[config.mk]
export PLATFORM = sky130hd
export DESIGN_NAME = mdu_seq
export DESIGN_NICKNAME = d
export VERILOG_FILES = /design/src/rtl/mdu_pkg.sv /design/src/rtl/mdu_addsub.sv /design/src/rtl/mdu_seq.sv
export SDC_FILE = /design/constraint.sdc
export NUM_CORES = 1
export LEC_CHECK = 0
export CELL_PAD_IN_SITES_DETAIL_PLACEMENT = 0
export CELL_PAD_IN_SITES_GLOBAL_PLACEMENT = 2
export CORE_ASPECT_RATIO = 1.1
export CORE_MARGIN = 5
export CORE_UTILIZATION = 34
export CTS_BUF_LIST = sky130_fd_sc_hd__clkbuf_4
export CTS_CLUSTER_DIAMETER = 50
export DETAILED_ROUTE_END_ITERATION = 12
export PLACE_DENSITY_LB_ADDON = 0.1
export RECOVER_POWER = 50
export SLEW_MARGIN = 40
export SYNTH_ARGS = -nofsm -noshare
export SYNTH_HDL_FRONTEND = slang
export SYNTH_SLANG_ARGS = --single-unit
[constraint.sdc]
create_clock -name clk -period 12.05 [get_ports clk]
set_clock_uncertainty 0.15 [all_clocks]
set_input_delay 1.205 -clock clk [delete_from_list [all_inputs] [get_ports clk]]
set_output_delay 1.205 -clock clk [all_outputs]
set_load 0.03 [all_outputs]
[src/rtl/mdu_pkg.sv]
// Shared definitions for the sequential multiply/divide unit.
package mdu_pkg;

    localparam int unsigned XLEN  = 32;
    localparam int unsigned AW    = XLEN + 1;
    localparam int unsigned CNT_W = 5;

    typedef enum logic [1:0] {
        OP_MUL   = 2'b00,
        OP_MULHU = 2'b01,
        OP_DIVU  = 2'b10,
        OP_REMU  = 2'b11
    } op_e;

    typedef enum logic [1:0] {
        ST_IDLE = 2'b00,
        ST_CALC = 2'b01,
        ST_DONE = 2'b10
    } state_e;

    // True for the two divide-class operations
    function automatic logic is_div(input op_e o);
        return (o == OP_DIVU) || (o == OP_REMU);
    endfunction

    // Picks the architectural result out of the final accumulator
    function automatic logic [XLEN-1:0] select_result(input op_e o, input logic [2*XLEN-1:0] a);
        case (o)
            OP_MUL:   return a[XLEN-1:0];
            OP_MULHU: return a[2*XLEN-1:XLEN];
            OP_DIVU:  return a[XLEN-1:0];
            default:  return a[2*XLEN-1:XLEN];
        endcase
    endfunction

endpackage

[src/rtl/mdu_addsub.sv]
// 33-bit adder/subtractor shared by the multiply and divide steps.
module mdu_addsub
    import mdu_pkg::*;
(
    input  logic [AW-1:0] a,
    input  logic [AW-1:0] b,
    input  logic          sub,
    output logic [AW-1:0] sum,
    output logic          cout
);

    // a + b, or a - b as a + ~b + 1; cout=1 on subtract means a >= b
    always_comb begin
        {cout, sum} = {1'b0, a} + {1'b0, (sub ? ~b : b)} + (AW+1)'(sub);
    end

endmodule

[src/rtl/mdu_seq.sv]
// Radix-2 iterative MUL/MULHU/DIVU/REMU unit with pipeline stall/flush hooks.
module mdu_seq
    import mdu_pkg::*;
(
    input  logic            clk,
    input  logic            rst_n,
    input  logic            start,
    input  logic [1:0]      op,
    input  logic [XLEN-1:0] operand1,
    input  logic [XLEN-1:0] operand2,
    input  logic            flush,
    output logic            stall,
    output logic            done,
    output logic [XLEN-1:0] result
);

    state_e              state;
    op_e                 op_q;
    logic [CNT_W-1:0]    cnt;
    logic [2*XLEN-1:0]   acc;
    logic [XLEN-1:0]     opnd2;

    logic [AW-1:0]       as_a;
    logic [AW-1:0]       as_b;
    logic [AW-1:0]       as_sum;
    logic                as_cout;
    logic                as_sub;
    logic [AW-1:0]       mul_hi;
    logic [2*XLEN-1:0]   acc_next;
    op_e                 op_in;

    assign op_in = op_e'(op);

    mdu_addsub u_addsub (
        .a    (as_a),
        .b    (as_b),
        .sub  (as_sub),
        .sum  (as_sum),
        .cout (as_cout)
    );

    // One shift-add (multiply) or restoring-subtract (divide) step
    always_comb begin
        as_sub   = is_div(op_q);
        as_b     = {1'b0, opnd2};
        as_a     = {1'b0, acc[2*XLEN-1:XLEN]};
        mul_hi   = acc[0] ? as_sum : {1'b0, acc[2*XLEN-1:XLEN]};
        acc_next = {mul_hi, acc[XLEN-1:1]};
        if (as_sub) begin
            as_a     = {acc[2*XLEN-1:XLEN], acc[XLEN-1]};
            acc_next = {(as_cout ? as_sum[XLEN-1:0] : as_a[XLEN-1:0]), acc[XLEN-2:0], as_cout};
        end
    end

    // Pipeline hold: request being accepted this cycle, or iteration running
    always_comb begin
        stall = rst_n && (((state == ST_IDLE) && start && !flush) || (state == ST_CALC));
    end

    // Control FSM, iteration datapath and registered result/done
    always_ff @(posedge clk or negedge rst_n) begin
        if (!rst_n) begin
            state  <= ST_IDLE;
            op_q   <= OP_MUL;
            cnt    <= '0;
            acc    <= '0;
            opnd2  <= '0;
            result <= '0;
            done   <= 1'b0;
        end else begin
            done <= 1'b0;
            case (state)
                ST_IDLE: begin
                    if (start && !flush) begin
                        op_q  <= op_in;
                        opnd2 <= operand2;
                        cnt   <= '0;
                        if (is_div(op_in) && (operand2 == '0)) begin
                            result <= (op_in == OP_DIVU) ? '1 : operand1;
                            done   <= 1'b1;
                            state  <= ST_DONE;
                        end else begin
                            acc   <= {XLEN'(0), operand1};
                            state <= ST_CALC;
                        end
                    end
                end
                ST_CALC: begin
                    if (flush) begin
                        state <= ST_IDLE;
                    end else begin
                        acc <= acc_next;
                        cnt <= CNT_W'(cnt + 1'b1);
                        if (cnt == CNT_W'(XLEN - 1)) begin
                            result <= select_result(op_q, acc_next);
                            done   <= 1'b1;
                            state  <= ST_DONE;
                        end
                    end
                end
                ST_DONE: begin
                    state <= ST_IDLE;
                end
                default: begin
                    state <= ST_IDLE;
                end
            endcase
        end
    end

endmodule

==> impl_metrics.ini <==
[pwr]
combinationalPowerShare_pct = 54.7
p_int_mw = 1.19
p_sw_mw = 1.04
p_leak_nw = 5.11
power_mw = 2.23
power.share.sequential_pct = 27.9
power_density_nw_per_um2 = 184
pwr-share-clk_pct = 17.4
ir_drop_mv = 0.0701
switching_share_pct = 46.8

[synthesis]
synth-seq-cells = 138
avgSynthCellArea_um2 = 8.21
syn_inst = 1265
syn_area_um2 = 10400
synth_edf_count = 0
synth_cell_types = 74
synthArstFlopShare_pct = 100
synth_nets = 1369
ys.warnings.count = 0
seq_area_frac_synth_pct = 33.3
ys.flop_type = dfrtp_1

[sta]
period_minus_slack_ns = 6.11
max_freq_ghz = 0.164
fin_ws_ns = 5.94
post-route-period-util_pct = 50.7
slew_viol_final = 185
rsz0062_at_grt = no
setup_viol = 0
worst_pin_slew_ns = 2.90
slew_headroom_pct = -93.6
final.setup.tns_ns = 0
hold_viol = 0

[worst_setup_path]
cp_max_fo = 40
critPathKind = input port to primary output
r2r_start = op_q[1]$_DFFE_PN0P_
critPathCaptureType = primary output
crit_arrival_ns = 4.76
start_kind = input port
reg2reg_to = result[25]$_DFFE_PN0P_
rrSetupSlack_ns = 6.18
ff2ff_path_depth = 13
max_stage_delay_ns = 1.66
worstPathCellList = dlygate4sd3_1, nor4b_1, clkbuf_1, o21a_1, clkdlybuf4s50_1
cp-startpoint = flush
crit_end = stall
crit_required_ns = 10.69
cp_slowest_cell = clkbuf_1

[detailed_routing]
via_per_inst = 5.55
dr_total_vias = 9692
drtAntennaViolNets = 0
finalWirelength_um = 35900
wire_per_inst_um = 20.6
first_pass_iters = 7
drt-initial-drc-count = 765
drc = 0

[run_status]
violations = capacitance limit, slew limit
status = complete, but fails checks

[clocking]
insertion_delay_ns = 0.58
clk_pin_slew_ns = 0.14
clock_path_buffers = 2
cts_num_sinks = 138
cts_tree = yes
cts_buffers = 17
clock-root-buffer = clkbuf_4
htreeDepth = 4
cts_repair_resize_count = 0
postCtsSetupBuffers = 0
cts_hold_buf = 0

[floorplan]
ios = 104
dieWidth_um = 177
die_area_um2 = 34100
die_h_um = 193
start_util_pct = 34.2
coreArea_um2 = 30300
placementRows = 67

[finish]
final_util_pct = 39.9
area_growth_syn_to_layout_pct = 16.6
final_common_cell = nand2_1
final_cell_mix = nand2_1 (148), dfrtp_1 (137), o21ai_0 (121)
drive_above_1_share_pct = 9.20
fillerInstances = 3179
fin_nets = 1417

[placed_design]
gp_congestion = 0.873
hpwl_um = 26400
place_ws_ns = 5.98
portBuffers = 103

[global_routing]
grt_use_total_pct = 20.9
grt_antenna_before_repair = 2
grt_pass1_vias = 9494
grt_max_degree = 73
grt_pass1_wl_um = 56400
overflow = 0

[worst_hold_path]
hp-class = flop to flop
min_path_cells = 2

[flow_run]
max_cap_viol_count = 4
==> sequential cells by signal, summed over array words and instances (netlist names) <==
name / flops
result: 32
acc: 64
opnd2: 32
op_q: 2
cnt: 5
state: 2
done: 1
==> metrics by stage <==
stage	cell area (um2)	hold slack [ns]	instances
2_1_floorplan	10400	0.313	1265
3_3_place_gp	11700	0.336	1707
3_5_place_dp	11800	0.343	1708
4_1_cts	12100	0.347	1740
5_1_grt	12100	0.388	1745
6_report	12100	0.366	1745
==> synthesized netlist by cell type (17+ instances only) <==
library cell | count | area, um2
a21o_1 | 17 | 128
xor2_1 | 39 | 342
xnor2_1 | 17 | 149
nor2_1 | 103 | 387
a211oi_1 | 23 | 173
nand2_1 | 148 | 556
a211o_1 | 19 | 166
o21ai_1 | 35 | 175
nand3_1 | 23 | 115
nor3_1 | 44 | 220
dfrtp_1 | 138 | 3450
mux2_2 | 49 | 552
inv_1 | 35 | 131
o21ai_0 | 121 | 606
a21oi_1 | 84 | 420
ha_1 | 33 | 413
mux2i_1 | 41 | 410
clkbuf_1 | 65 | 244
==> power groups by stage <==
stage | clock (mW) | sequential [mW] | combinational (mW)
6_report | 0.389 | 0.621 | 1.22
5_1_grt | 0.417 | 0.635 | 1.35
4_1_cts | 0.400 | 0.622 | 1.21
3_5_place_dp | 0 | 0.630 | 1.20
3_3_place_gp | 0 | 0.630 | 1.22
2_1_floorplan | 0 | 0.594 | 0.888
==> area by class of cell <==
class / instances / area, um2 / share of cell area (%)
multi-input cells: 1000 / 6470 / 53.5
flip-flops and latches: 138 / 3460 / 28.6
repair buffers: 121 / 1160 / 9.63
well taps: 414 / 518 / 4.28
clock inverters: 12 / 196 / 1.62
clock buffers: 20 / 150 / 1.24
inverters: 35 / 131 / 1.09
diodes: 5 / 12.5 / 0.103
==> how the worst min path moves through the flow <==
stage / to / start / slack, ns
finish: result[12]$_DFFE_PN0P_ / result[12]$_DFFE_PN0P_ / 0.37
global route: state[0]$_DFFE_PN0P_ / state[1]$_DFFE_PN0P_ / 0.39
CTS: acc[28]$_DFFE_PN0P_ / rst_n / 0.35
detailed placement: result[12]$_DFFE_PN0P_ / result[12]$_DFFE_PN0P_ / 0.34
global placement: result[12]$_DFFE_PN0P_ / result[12]$_DFFE_PN0P_ / 0.34
floorplan: acc[1]$_DFFE_PN0P_ / acc[1]$_DFFE_PN0P_ / 0.31
==> cell families (layout without fill, tap and decap cells) <==
group | count (synthesis) | after routing | share of synthesized area, %
flip-flops | 138 | 138 | 33.3
AO/OA/AOI/OAI | 425 | 425 | 26.1
AND/OR/NAND/NOR | 395 | 395 | 17.6
adder cells (fa/ha/maj) | 34 | 34 | 4.17
XOR/XNOR | 56 | 56 | 4.72
other | 0 | 5 | 0
multiplexers | 90 | 90 | 9.27
buffers and inverters | 127 | 188 | 4.86
==> worst max-delay path: cells and delay by family <==
| family | cells | cell delay, ns |
|---|---|---|
| buffers and inverters | 3 | 3.00 |
| and+or+nand+nor | 1 | 0.27 |
| AOI/OAI and AO/OA | 1 | 0.26 |
==> metal layers <==
metal	track usage, %	vias to the layer above	share of wire [%]
li1	-	4725	-
met1	32.7	4664	51
met2	30.4	277	43
met3	3.38	26	4.8
met4	4.04	0	1.3
met5	0	-	0
(Power assumes the default switching activity.)
